### config.mk
export PLATFORM = sky130hd
export DESIGN_NAME = gcd_arbiter_flat
export DESIGN_NICKNAME = d
export VERILOG_FILES = /design/src/rtl/gcd_arbiter_if.sv /design/src/rtl/gcd_arbiter.sv /design/src/flat_wrapper.sv
export SDC_FILE = /design/constraint.sdc
export NUM_CORES = 1
export LEC_CHECK = 0
export ABC_AREA = 1
export BUFFER_PORTS_ARGS = -buffer_cell sky130_fd_sc_hd__buf_2
export CAP_MARGIN = 30
export CORE_MARGIN = 4
export CORE_UTILIZATION = 52
export DETAILED_ROUTE_END_ITERATION = 12
export GPL_TIMING_DRIVEN = 1
export MAX_ROUTING_LAYER = met4
export PLACE_DENSITY = 0.85
export SYNTH_ARGS = -nofsm -noshare
export SYNTH_HDL_FRONTEND = slang
export SYNTH_SLANG_ARGS = --single-unit
### constraint.sdc
create_clock -name clk -period 2.1 [get_ports clk]
set_input_delay 0.105 -clock clk [delete_from_list [all_inputs] [get_ports clk]]
set_output_delay 0.105 -clock clk [all_outputs]
set_load 0.05 [all_outputs]
### src/rtl/gcd_arbiter_if.sv
// Bundle of requester handshakes, result and shared-GCD-core signals for gcd_arbiter.
interface gcd_arbiter_if #(
  parameter int W = 8
);
  logic         req0;
  logic         req1;
  logic [W-1:0] x0;
  logic [W-1:0] y0;
  logic [W-1:0] x1;
  logic [W-1:0] y1;
  logic         gnt0;
  logic         gnt1;
  logic         done0;
  logic         done1;
  logic         err0;
  logic         err1;
  logic [W-1:0] res;
  logic         core_clr;
  logic         core_go;
  logic [W-1:0] core_x;
  logic [W-1:0] core_y;
  logic         core_gld;
  logic [W-1:0] core_gcd;

  modport master (
    output req0, req1, x0, y0, x1, y1, core_gld, core_gcd,
    input  gnt0, gnt1, done0, done1, err0, err1, res, core_clr, core_go, core_x, core_y
  );

  modport slave (
    input  req0, req1, x0, y0, x1, y1, core_gld, core_gcd,
    output gnt0, gnt1, done0, done1, err0, err1, res, core_clr, core_go, core_x, core_y
  );
endinterface

### src/rtl/gcd_arbiter.sv
// Two-requester round-robin front end for a shared subtractive GCD core.
// Each job runs clear -> start -> wait; zero operands and core timeouts end in an error pulse.
module gcd_arbiter #(
  parameter int W   = 8,
  parameter int TMO = 255
) (
  input  logic         clk,
  input  logic         clr,
  gcd_arbiter_if.slave bus
);
  localparam int CW = $clog2(TMO + 1);

  typedef enum logic [2:0] {
    ST_IDLE = 3'd0,
    ST_CLR  = 3'd1,
    ST_GO   = 3'd2,
    ST_WAIT = 3'd3,
    ST_RESP = 3'd4,
    ST_ERR  = 3'd5
  } state_t;

  state_t        state_r;
  state_t        state_nx_s;
  logic          grant_s;
  logic          sel_s;
  logic          zero_s;
  logic          tmo_s;
  logic          owner_r;
  logic          last_r;
  logic [CW-1:0] cnt_r;
  logic [W-1:0]  sel_x_s;
  logic [W-1:0]  sel_y_s;
  logic [W-1:0]  res_r;
  logic [W-1:0]  core_x_r;
  logic [W-1:0]  core_y_r;

  // Last WAIT cycle before abort: counter was cleared in GO and is one behind
  assign tmo_s = (cnt_r == CW'(TMO - 1));

  // Requester selection and next-state decode
  always_comb begin
    state_nx_s = state_r;
    grant_s    = 1'b0;
    sel_s      = 1'b0;
    if (bus.req0 && bus.req1) begin
      sel_s = ~last_r;
    end else if (bus.req1) begin
      sel_s = 1'b1;
    end else begin
      sel_s = 1'b0;
    end
    sel_x_s = sel_s ? bus.x1 : bus.x0;
    sel_y_s = sel_s ? bus.y1 : bus.y0;
    zero_s  = (sel_x_s == {W{1'b0}}) || (sel_y_s == {W{1'b0}});
    case (state_r)
      ST_IDLE: begin
        if (!clr && (bus.req0 || bus.req1)) begin
          grant_s    = 1'b1;
          state_nx_s = zero_s ? ST_ERR : ST_CLR;
        end else begin
          state_nx_s = ST_IDLE;
        end
      end
      ST_CLR:  state_nx_s = ST_GO;
      ST_GO:   state_nx_s = ST_WAIT;
      ST_WAIT: begin
        if (bus.core_gld) begin
          state_nx_s = ST_RESP;
        end else if (tmo_s) begin
          state_nx_s = ST_ERR;
        end else begin
          state_nx_s = ST_WAIT;
        end
      end
      ST_RESP: state_nx_s = ST_IDLE;
      ST_ERR:  state_nx_s = ST_IDLE;
      default: state_nx_s = ST_IDLE;
    endcase
  end

  // State, job context, wait counter and result registers
  always_ff @(posedge clk) begin
    if (clr) begin
      state_r  <= ST_IDLE;
      owner_r  <= 1'b0;
      last_r   <= 1'b1;
      cnt_r    <= {CW{1'b0}};
      res_r    <= {W{1'b0}};
      core_x_r <= {W{1'b0}};
      core_y_r <= {W{1'b0}};
    end else begin
      state_r <= state_nx_s;
      if (grant_s) begin
        owner_r  <= sel_s;
        last_r   <= sel_s;
        core_x_r <= sel_x_s;
        core_y_r <= sel_y_s;
      end
      if (state_r == ST_GO) begin
        cnt_r <= {CW{1'b0}};
      end else if (state_r == ST_WAIT) begin
        cnt_r <= cnt_r + CW'(1);
      end
      if ((state_r == ST_WAIT) && bus.core_gld) begin
        res_r <= bus.core_gcd;
      end
    end
  end

  // Pulses are masked while clr is high so nothing leaks during reset
  assign bus.gnt0     = grant_s & ~sel_s;
  assign bus.gnt1     = grant_s & sel_s;
  assign bus.done0    = ~clr & (state_r == ST_RESP) & ~owner_r;
  assign bus.done1    = ~clr & (state_r == ST_RESP) & owner_r;
  assign bus.err0     = ~clr & (state_r == ST_ERR) & ~owner_r;
  assign bus.err1     = ~clr & (state_r == ST_ERR) & owner_r;
  assign bus.core_clr = ~clr & ((state_r == ST_CLR) || (state_r == ST_ERR));
  assign bus.core_go  = ~clr & (state_r == ST_GO);
  assign bus.res      = res_r;
  assign bus.core_x   = core_x_r;
  assign bus.core_y   = core_y_r;
endmodule

### src/flat_wrapper.sv
// flat-port wrapper written by rule: the top's interface ports become plain ports
module gcd_arbiter_flat 
#(
  parameter int W   = 8,
  parameter int TMO = 255
)
  (clk, clr, bus_req0, bus_req1, bus_x0, bus_y0, bus_x1, bus_y1, bus_core_gld, bus_core_gcd, bus_gnt0, bus_gnt1, bus_done0, bus_done1, bus_err0, bus_err1, bus_res, bus_core_clr, bus_core_go, bus_core_x, bus_core_y);
  gcd_arbiter_if #(.W(W)) bus_i ();
  input  logic clk;
  input  logic clr;
  input wire logic [$bits(bus_i.req0)-1:0] bus_req0;
  input wire logic [$bits(bus_i.req1)-1:0] bus_req1;
  input wire logic [$bits(bus_i.x0)-1:0] bus_x0;
  input wire logic [$bits(bus_i.y0)-1:0] bus_y0;
  input wire logic [$bits(bus_i.x1)-1:0] bus_x1;
  input wire logic [$bits(bus_i.y1)-1:0] bus_y1;
  input wire logic [$bits(bus_i.core_gld)-1:0] bus_core_gld;
  input wire logic [$bits(bus_i.core_gcd)-1:0] bus_core_gcd;
  output wire logic [$bits(bus_i.gnt0)-1:0] bus_gnt0;
  output wire logic [$bits(bus_i.gnt1)-1:0] bus_gnt1;
  output wire logic [$bits(bus_i.done0)-1:0] bus_done0;
  output wire logic [$bits(bus_i.done1)-1:0] bus_done1;
  output wire logic [$bits(bus_i.err0)-1:0] bus_err0;
  output wire logic [$bits(bus_i.err1)-1:0] bus_err1;
  output wire logic [$bits(bus_i.res)-1:0] bus_res;
  output wire logic [$bits(bus_i.core_clr)-1:0] bus_core_clr;
  output wire logic [$bits(bus_i.core_go)-1:0] bus_core_go;
  output wire logic [$bits(bus_i.core_x)-1:0] bus_core_x;
  output wire logic [$bits(bus_i.core_y)-1:0] bus_core_y;
  assign bus_i.req0 = bus_req0;
  assign bus_i.req1 = bus_req1;
  assign bus_i.x0 = bus_x0;
  assign bus_i.y0 = bus_y0;
  assign bus_i.x1 = bus_x1;
  assign bus_i.y1 = bus_y1;
  assign bus_i.core_gld = bus_core_gld;
  assign bus_i.core_gcd = bus_core_gcd;
  assign bus_gnt0 = bus_i.gnt0;
  assign bus_gnt1 = bus_i.gnt1;
  assign bus_done0 = bus_i.done0;
  assign bus_done1 = bus_i.done1;
  assign bus_err0 = bus_i.err0;
  assign bus_err1 = bus_i.err1;
  assign bus_res = bus_i.res;
  assign bus_core_clr = bus_i.core_clr;
  assign bus_core_go = bus_i.core_go;
  assign bus_core_x = bus_i.core_x;
  assign bus_core_y = bus_i.core_y;
  gcd_arbiter #(.W(W), .TMO(TMO)) u_core (.clk(clk), .clr(clr), .bus(bus_i));
endmodule
# --- After elaboration in Yosys (flattened, before gate mapping) ---
# Index checks and enable logic that the tools add are counted.
word_totals:
  ff_bits: 37
  input_bits: 45
  wordCells: 50
op_classes:
  n_eq_ne: 6
  n_reduce_logical: 11
  n_mux: 11
  addsub: 1
  bitwise_logic: 14
ops:
  columns: ["cell", "count"]
  rows:
  - ["8-bit zero test", 2]
  - ["8-bit 2-to-1 mux", 2]
  - ["3-bit 2-to-1 mux", 4]
  - ["3-bit one-hot mux with 4 select lines", 1]
  - ["1-bit bitwise AND", 10]
  - ["8-bit by 1-bit adder with 8-bit output (second input constant)", 1]
  - ["8-bit equality test (second input constant)", 1]
  - ["3-bit by 2-bit equality test with 1-bit output (second input constant)", 2]
  - ["3-bit equality test (second input constant)", 2]
  - ["1-bit 2-to-1 mux", 4]
  - ["1-bit NOT", 4]
  - ["3-bit by 1-bit equality test with 1-bit output (second input constant)", 1]
  - ["1-bit logical AND", 3]
  - ["3-bit zero test", 1]
  - ["1-bit logical OR", 3]
  - ["2-bit OR reduction", 1]
  - ["1-bit zero test", 1]

# --- Longest topological paths before layout ---
# Gate-level depths: netlist of run 1.
depth:
  word_depth: 8
  mapped_depth: 11
  depth_no_buf: 10

# --- Worst setup path before layout of run 1 ---
# Ideal clock, no wire load.
synth_path:
  path_type: "reg-to-output"
  start: "register u_core.state_r[2]"
  end: "output port bus_err0"
  path_stages_with_launch: 3
  t_arrival_ns: 1.953
  path_slack_ns: 0.042
  cell_sequence: "dfxtp_1 > inv_1 > nor4_1"
synth_via:
  elab_chain_cells: 3
synth_lines:
  columns: ["element", "line", "rtl"]
  rows:
  - ["start, declared", "gcd_arbiter.sv:22", "state_t state_r;"]
  - ["start signal, assigned", "gcd_arbiter.sv:92", "state_r <= state_nx_s;"]
  - ["3-bit equality test", "gcd_arbiter.sv:115", "assign bus.err0 = ~clr & (state_r == ST_ERR) & ~owner_r;"]
  - ["1-bit bitwise AND (2 in series)", "gcd_arbiter.sv:115", null]
  - ["end, declared", "flat_wrapper.sv:23", "output wire logic [$bits(bus_i.err0)-1:0] bus_err0;"]
# Every way passes these cells.

# --- Final worst setup path of run 1 ---
layout_path:
  start: "register u_core.state_r[0]"
  end: "output port bus_gnt1"
layout_via:
  elab_chain_cells: 3
layout_lines:
  columns: ["element", "line", "rtl"]
  rows:
  - ["3-bit zero test", "gcd_arbiter.sv:55", "case (state_r)"]
  - ["1-bit 2-to-1 mux", "gcd_arbiter.sv:55", null]
  - ["1-bit bitwise AND", "gcd_arbiter.sv:112", "assign bus.gnt1 = grant_s & sel_s;"]
  - ["end, declared", "flat_wrapper.sv:20", "output wire logic [$bits(bus_i.gnt1)-1:0] bus_gnt1;"]
# Every way passes these cells.

==> flow_summary.yaml, run 1 <==
power_and_ir_drop:
  switching_power_mw: 0.634
  p_leak_nw: 1.22
  clkPwrFrac_pct: 36.1
  peakVddDrop_mv: 0.509
  cellPowerDensity_nw_per_um2: 824
  seq_power_share_pct: 39.7
  power_mw: 2.00
  intPower_mw: 1.36
  p_sw_share_pct: 31.7
  combPwrFrac_pct: 24.1
die:
  ios: 77
  core_um2: 3440
  dieArea_um2: 4710
  die_height_um: 68.6
  die_width_um: 68.6
  rows: 21
  start_util_pct: 55.5
setup_path:
  critPathRequiredTime_ps: 2000
  cp-end-kind: "primary output"
  r2r_setup_slack_ps: 610
  crit_type: "reg -> out"
  timing.rr.start: "u_core.state_r[0]$_SDFF_PP0_"
  reg2regPathDepth: 7
  worst_path_max_delay_cell: "dfxtp_1"
  crit_path_max_incr_delay_ps: 360
  arrival_ps: 1810
  path_cells: "inv_2 > nand2_1 > nor2_1 > nand2_1 > buf_12 > nor2_1 > buf_2"
  crit_fanout: 30
  r2r-end: "u_core.last_r$_SDFFE_PP1P_"
  startpoint_type: "register"
min_path:
  hold_start: "bus_core_gcd[2]"
  hold_class: "in -> reg"
  hold_depth: 3
  whs_endpoint: "u_core.bus.res[2]$_SDFFE_PP0P_"
global_route:
  grt_pass1_wl_um: 7130
  grt.total_usage_pct: 20.6
  grt_max_degree: 31
  grt_overflow: 0
  grt_pass1_vias: 1773
  antenna_found_initial: 0
logic_synthesis:
  syn_area_per_cell_um2: 7.00
  seq_area_frac_synth_pct: 38.8
  synth.yosys.warnings: 0
  syn_inst: 273
  synth_edf_count: 0
  yosysUniqueCellTypes: 31
  dominantRegCellSynth: "dfxtp_1"
  async_flop_share_pct: 0
  synth-seq-cells: 37
  synth_area_um2: 1910
  synth_nets: 320
clocking:
  post_cts_buffers: 0
  clk_latency_ps: 290
  cts.repair.resized: 0
  tritoncts: "built"
  cts.path.max_buffers: 2
  cts.sinks: 37
  postCtsHoldBufs: 0
  cts_root_buf: "clkbuf_8"
  cts_buffers: 5
  htreeDepth: 2
  clkTransAtPathRegs_ps: 70
sta:
  period_share_pct: 91.3
  slew_headroom_pct: 76.1
  max_freq_mhz: 522
  drv_slew: 0
  hold_viol_final: 0
  setup_tns_ps: 0
  setup-violations-final: 0
  worst_slew_pin_slew_ps: 357
  rsz0062_at_grt: "no"
  hold_slack_ps: 87.2
  finClkSkew_ps: 3.26
  period_needed_ps: 1920
route:
  avgRoutedWirePerCell_um: 11.7
  drc_errors: 0
  wl_um: 4600
  drt-initial-drc-count: 67
  dr.pass1.iters: 4
  ant_nets: 0
  vias: 1942
  via_per_inst: 4.94
placed_design:
  routabilityCongestion: 0.853
  io_buffers: 76
  hpwl_um: 3540
job:
  drv_cap: 0
finish:
  diodes: 0
  nNetsFinal: 393
  post-route-util_pct: 70.4
  layout-drive-gt1-share_pct: 28.2
  fill_cells: 304
  area_growth_pct: 26.9
outcome:
  status: "finished, final reports clean"
worst max-delay path, delay by kind of cell (launching register included):
kind | cells | cell delay (ps)
and+or+nand+nor | 4 | 540
buffers and inverters | 3 | 600
DFF | 1 | 360
placed cells by master, fill, tap and decap left out, drive strengths merged, types with 3 or more instances in the layout:
cell,n
nand4,3
o21ai,21
nand2,78
inv,31
nor2,19
buf,79
nand3b,16
nand3,27
a21oi,14
clkbuf,5
dfxtp,37
power groups by stage:
stage / registers [mW] / logic (mW) / clock network [mW]
after floorplan: 0.964 / 0.206 / 0
after detailed placement: 0.807 / 0.483 / 0
after global routing: 0.800 / 0.524 / 0.765
final: 0.793 / 0.482 / 0.722
after global placement: 0.807 / 0.474 / 0
after CTS: 0.793 / 0.485 / 0.737
how the worst max path moves through the flow:
stage / from / endpoint / slack, ps
final: u_core.state_r[0]$_SDFF_PP0_ / bus_gnt1 / 180
after CTS: u_core.state_r[0]$_SDFF_PP0_ / bus_gnt1 / 160
after floorplan: u_core.state_r[2]$_SDFF_PP0_ / bus_err0 / 40
after detailed placement: u_core.state_r[0]$_SDFF_PP0_ / bus_gnt1 / 520
after global placement: u_core.state_r[0]$_SDFF_PP0_ / bus_gnt1 / 620
after global routing: u_core.state_r[0]$_SDFF_PP0_ / bus_gnt1 / 50
cell type report:
class                           instances  area (um2)  area share [%]
Inverter                               32         120            4.95
Sequential cell                        37         741            30.5
Multi-Input combinational cell        191         957            39.5
Tap cell                               46        57.6            2.37
Clock inverter                          3        65.1            2.68
Timing Repair Buffer                   79         415            17.1
Clock buffer                            5        68.8            2.84
registers in the layout, summed over array words and instances, names as in the netlist:
signal,flops
u_core.bus.core_x,8
u_core.bus.core_y,8
u_core.bus.res,8
u_core.cnt_r,8
u_core.last_r,1
u_core.owner_r,1
u_core.state_r,3
stage by stage:
stage | instances | worst slack [ps] | instance area (um2)
after global routing | 393 | 47.1 | 2420
after detailed placement | 385 | 524 | 2290
after global placement | 385 | 621 | 2290
final | 393 | 183 | 2420
after floorplan | 273 | 41.7 | 1910
after CTS | 393 | 162 | 2420
cells in the mapped netlist, drive strengths merged (2+ instances only):
| library cell | instances | area share, % |
|---|---|---|
| nor3b | 2 | 0.79 |
| nand3 | 27 | 7.1 |
| clkbuf | 4 | 0.79 |
| nor3 | 2 | 0.52 |
| a211oi | 2 | 0.79 |
| a21oi | 14 | 3.9 |
| nor2 | 19 | 4.3 |
| buf | 9 | 4.1 |
| ha | 2 | 1.3 |
| nand4 | 3 | 0.98 |
| o21ai | 21 | 5.5 |
| nand2 | 78 | 17 |
| dfxtp | 37 | 39 |
| nand3b | 16 | 6.3 |
| nor4 | 2 | 0.65 |
| inv | 31 | 6.1 |
layer usage:
layer  track usage, %  part of all wire, %  vias up
li1                 -                    -     1023
met1             21.2                   41      844
met2             36.1                   49       66
met3             3.73                  7.1        9
met4             12.9                  2.6        0
met5                -                    0        -
logic make-up (layout without fill, tap and decap cells):
family                   count (synthesis)  count (layout)  synth area share, %
buffers and inverters                   45             119                 11.1
AND/OR/NAND/NOR                        150             150                 37.9
adder cells (fa/ha/maj)                  2               2                 1.31
AO/OA/AOI/OAI                           38              38                 10.5
XOR/XNOR                                 1               1                0.458
flip-flops                              37              37                 38.8
Power figures use the tool's default switching activity.
==> run 2: changes to the inputs <==
--- a/config.mk
+++ b/config.mk
@@ -5,15 +5,15 @@
 export SDC_FILE = /design/constraint.sdc
 export NUM_CORES = 1
 export LEC_CHECK = 0
-export ABC_AREA = 1
 export BUFFER_PORTS_ARGS = -buffer_cell sky130_fd_sc_hd__buf_2
 export CAP_MARGIN = 30
 export CORE_MARGIN = 4
-export CORE_UTILIZATION = 52
+export CORE_UTILIZATION = 50
 export DETAILED_ROUTE_END_ITERATION = 12
 export GPL_TIMING_DRIVEN = 1
 export MAX_ROUTING_LAYER = met4
-export PLACE_DENSITY = 0.85
+export PLACE_DENSITY = 0.84
 export SYNTH_ARGS = -nofsm -noshare
 export SYNTH_HDL_FRONTEND = slang
 export SYNTH_SLANG_ARGS = --single-unit
+export TNS_END_PERCENT = 1
==> flow_summary.yaml, run 2 <==
setup_path:
  r2r_setup_slack_ps: 660
  crit_fanout: 17
  crit_type: "reg -> out"
  startpoint_type: "register"
  critPathRequiredTime_ps: 2000
  cp-end-kind: "primary output"
  arrival_ps: 1740
power_and_ir_drop:
  switching_power_mw: 0.709
  peakVddDrop_mv: 0.539
  seq_power_share_pct: 45.9
  p_leak_nw: 1.04
  cellPowerDensity_nw_per_um2: 787
  combPwrFrac_pct: 32.7
  p_sw_share_pct: 39.6
  clkPwrFrac_pct: 21.3
  intPower_mw: 1.08
sta:
  slew_headroom_pct: 70.5
  setup-violations-final: 0
  period_share_pct: 88.1
  rsz0062_at_grt: "no"
  hold_slack_ps: 14.5
  fin_ws_ps: 250
  drv_slew: 0
  period_needed_ps: 1850
  finClkSkew_ps: 4.17
  max_freq_mhz: 541
  hold_viol_final: 0
  worst_slew_pin_slew_ps: 440
route:
  avgRoutedWirePerCell_um: 13.7
  drc_errors: 0
  via_per_inst: 5.28
  vias: 1710
  ant_nets: 0
  dr.pass1.iters: 4
  wl_um: 4440
  drt-initial-drc-count: 111
global_route:
  grt_pass1_wl_um: 7360
  antenna_found_initial: 0
  grt_pass1_vias: 1687
  grt_overflow: 0
  grt.total_usage_pct: 22.6
  grt_max_degree: 33
outcome:
  status: "finished, final reports clean"
clocking:
  cts.path.max_buffers: 2
  cts.repair.resized: 0
  htreeDepth: 2
  tritoncts: "built"
  cts.sinks: 37
  cts_buffers: 5
  clkTransAtPathRegs_ps: 120
  clk_latency_ps: 360
  cts_root_buf: "clkbuf_4"
logic_synthesis:
  yosysMostFrequentCell: "dfxtp_1"
  synthTopCellsByCount: "dfxtp_1, nand2_1, mux2i_1"
  synth-seq-cells: 37
  synth.yosys.warnings: 0
  syn_area_per_cell_um2: 9.14
  synth_edf_count: 0
  synth_top_area_share_pct: 42.2
  syn_inst: 192
  synth_nets: 239
  synth_largest_area_cell: "dfxtp_1"
  synth_area_um2: 1760
  dominantRegCellSynth: "dfxtp_1"
  async_flop_share_pct: 0
  seq_area_frac_synth_pct: 42.2
  yosysUniqueCellTypes: 36
  synthTopCellsByArea: "dfxtp_1, mux2i_1, nand3b_1"
finish:
  design_area_um2: 2280
  final_common_cell: "buf_2"
  nNetsFinal: 324
  post-route-util_pct: 67.7
  fill_cells: 308
  layout_common_cells: "buf_2, dfxtp_1, nand2_1, mux2i_1, nand3b_1"
  area_growth_pct: 29.7
  fin_cells: 324
  layout-drive-gt1-share_pct: 34.5
  diodes: 0
die:
  rows: 21
  die_width_um: 67.3
  core_um2: 3360
  dieArea_um2: 4520
  die_height_um: 67.3
  ios: 77
  start_util_pct: 52.2
job:
  drv_cap: 0
placed_design:
  hpwl_um: 3270
  routabilityCongestion: 0.774
  placed_area_um2: 2140
  io_buffers: 76
  place_ws_ps: 651
  placed_cells: 308
min_path:
  hold_class: "in -> reg"
-- run 2: kinds of logic (layout without fill, tap and decap cells) --
kind of cell,Yosys count,in the layout,share of synthesized area (%)
AND/OR/NAND/NOR,83,83,25.6
flip-flops,37,37,42.2
AO/OA/AOI/OAI,33,33,11.8
multiplexers,17,17,9.69
buffers and inverters,13,99,5.77
XOR/XNOR,7,7,3.49
adder cells (fa/ha/maj),2,2,1.43
-- run 2: area by class of cell --
type | count | area [um2] | area share (%)
clock buffers | 5 | 37.5 | 1.65
clock inverters | 3 | 17.5 | 0.769
inverters | 2 | 7.51 | 0.330
multi-input cells | 142 | 918 | 40.3
flip-flops and latches | 37 | 741 | 32.5
well taps | 46 | 57.6 | 2.53
repair buffers | 89 | 498 | 21.9
-- run 2: layer usage --
| layer | part of all wire (%) | vias to the layer above | track usage, % |
|---|---|---|---|
| met5 | 0 | - | - |
| met4 | 1.6 | 0 | 8.61 |
| met3 | 8.9 | 9 | 7.99 |
| met2 | 47 | 67 | 37.1 |
| met1 | 42 | 780 | 25.1 |
| li1 | - | 854 | - |
-- run 2: power groups by stage --
stage / clock, mW / sequential, mW / combinational, mW
after floorplan: 0 / 1.03 / 0.245
after global placement: 0 / 0.837 / 0.564
after detailed placement: 0 / 0.838 / 0.574
after CTS: 0.389 / 0.823 / 0.587
after global routing: 0.414 / 0.834 / 0.633
final: 0.382 / 0.823 / 0.586
-- run 2: worst paths after layout --
kind,startpoint,to,cells after the start
setup / recovery,u_core.state_r[2]$_SDFF_PP0_,bus_gnt0,5
hold / removal,bus_x0[5],u_core.bus.core_x[5]$_SDFFE_PP0P_,3
hold reg to reg,u_core.bus.res[2]$_SDFFE_PP0P_,u_core.bus.res[2]$_SDFFE_PP0P_,2
setup reg to reg,u_core.last_r$_SDFFE_PP1P_,u_core.bus.core_x[6]$_SDFFE_PP0P_,4
-- run 2: what timing repair did --
| item | 4_1_cts | 5_1_grt |
|---|---|---|
| hold endpoints to repair | 8 | 0 |
| hold buffers | 8 | 0 |
| buffers inserted | 0 | 0 |
-- run 2: metrics by stage --
| stage | power, mW | setup TNS, ps |
|---|---|---|
| 2_1_floorplan | 1.27 | -111 |
| 3_3_place_gp | 1.40 | 0 |
| 3_5_place_dp | 1.41 | 0 |
| 4_1_cts | 1.80 | 0 |
| 5_1_grt | 1.88 | 0 |
| 6_report | 1.79 | 0 |
-- run 2: worst max-delay path: stages (launching register included) --
cell and delay [ps]:
dfxtp_1 380, nor2_1 230, o211ai_2 150, buf_4 220, nor2_1 120, buf_2 270
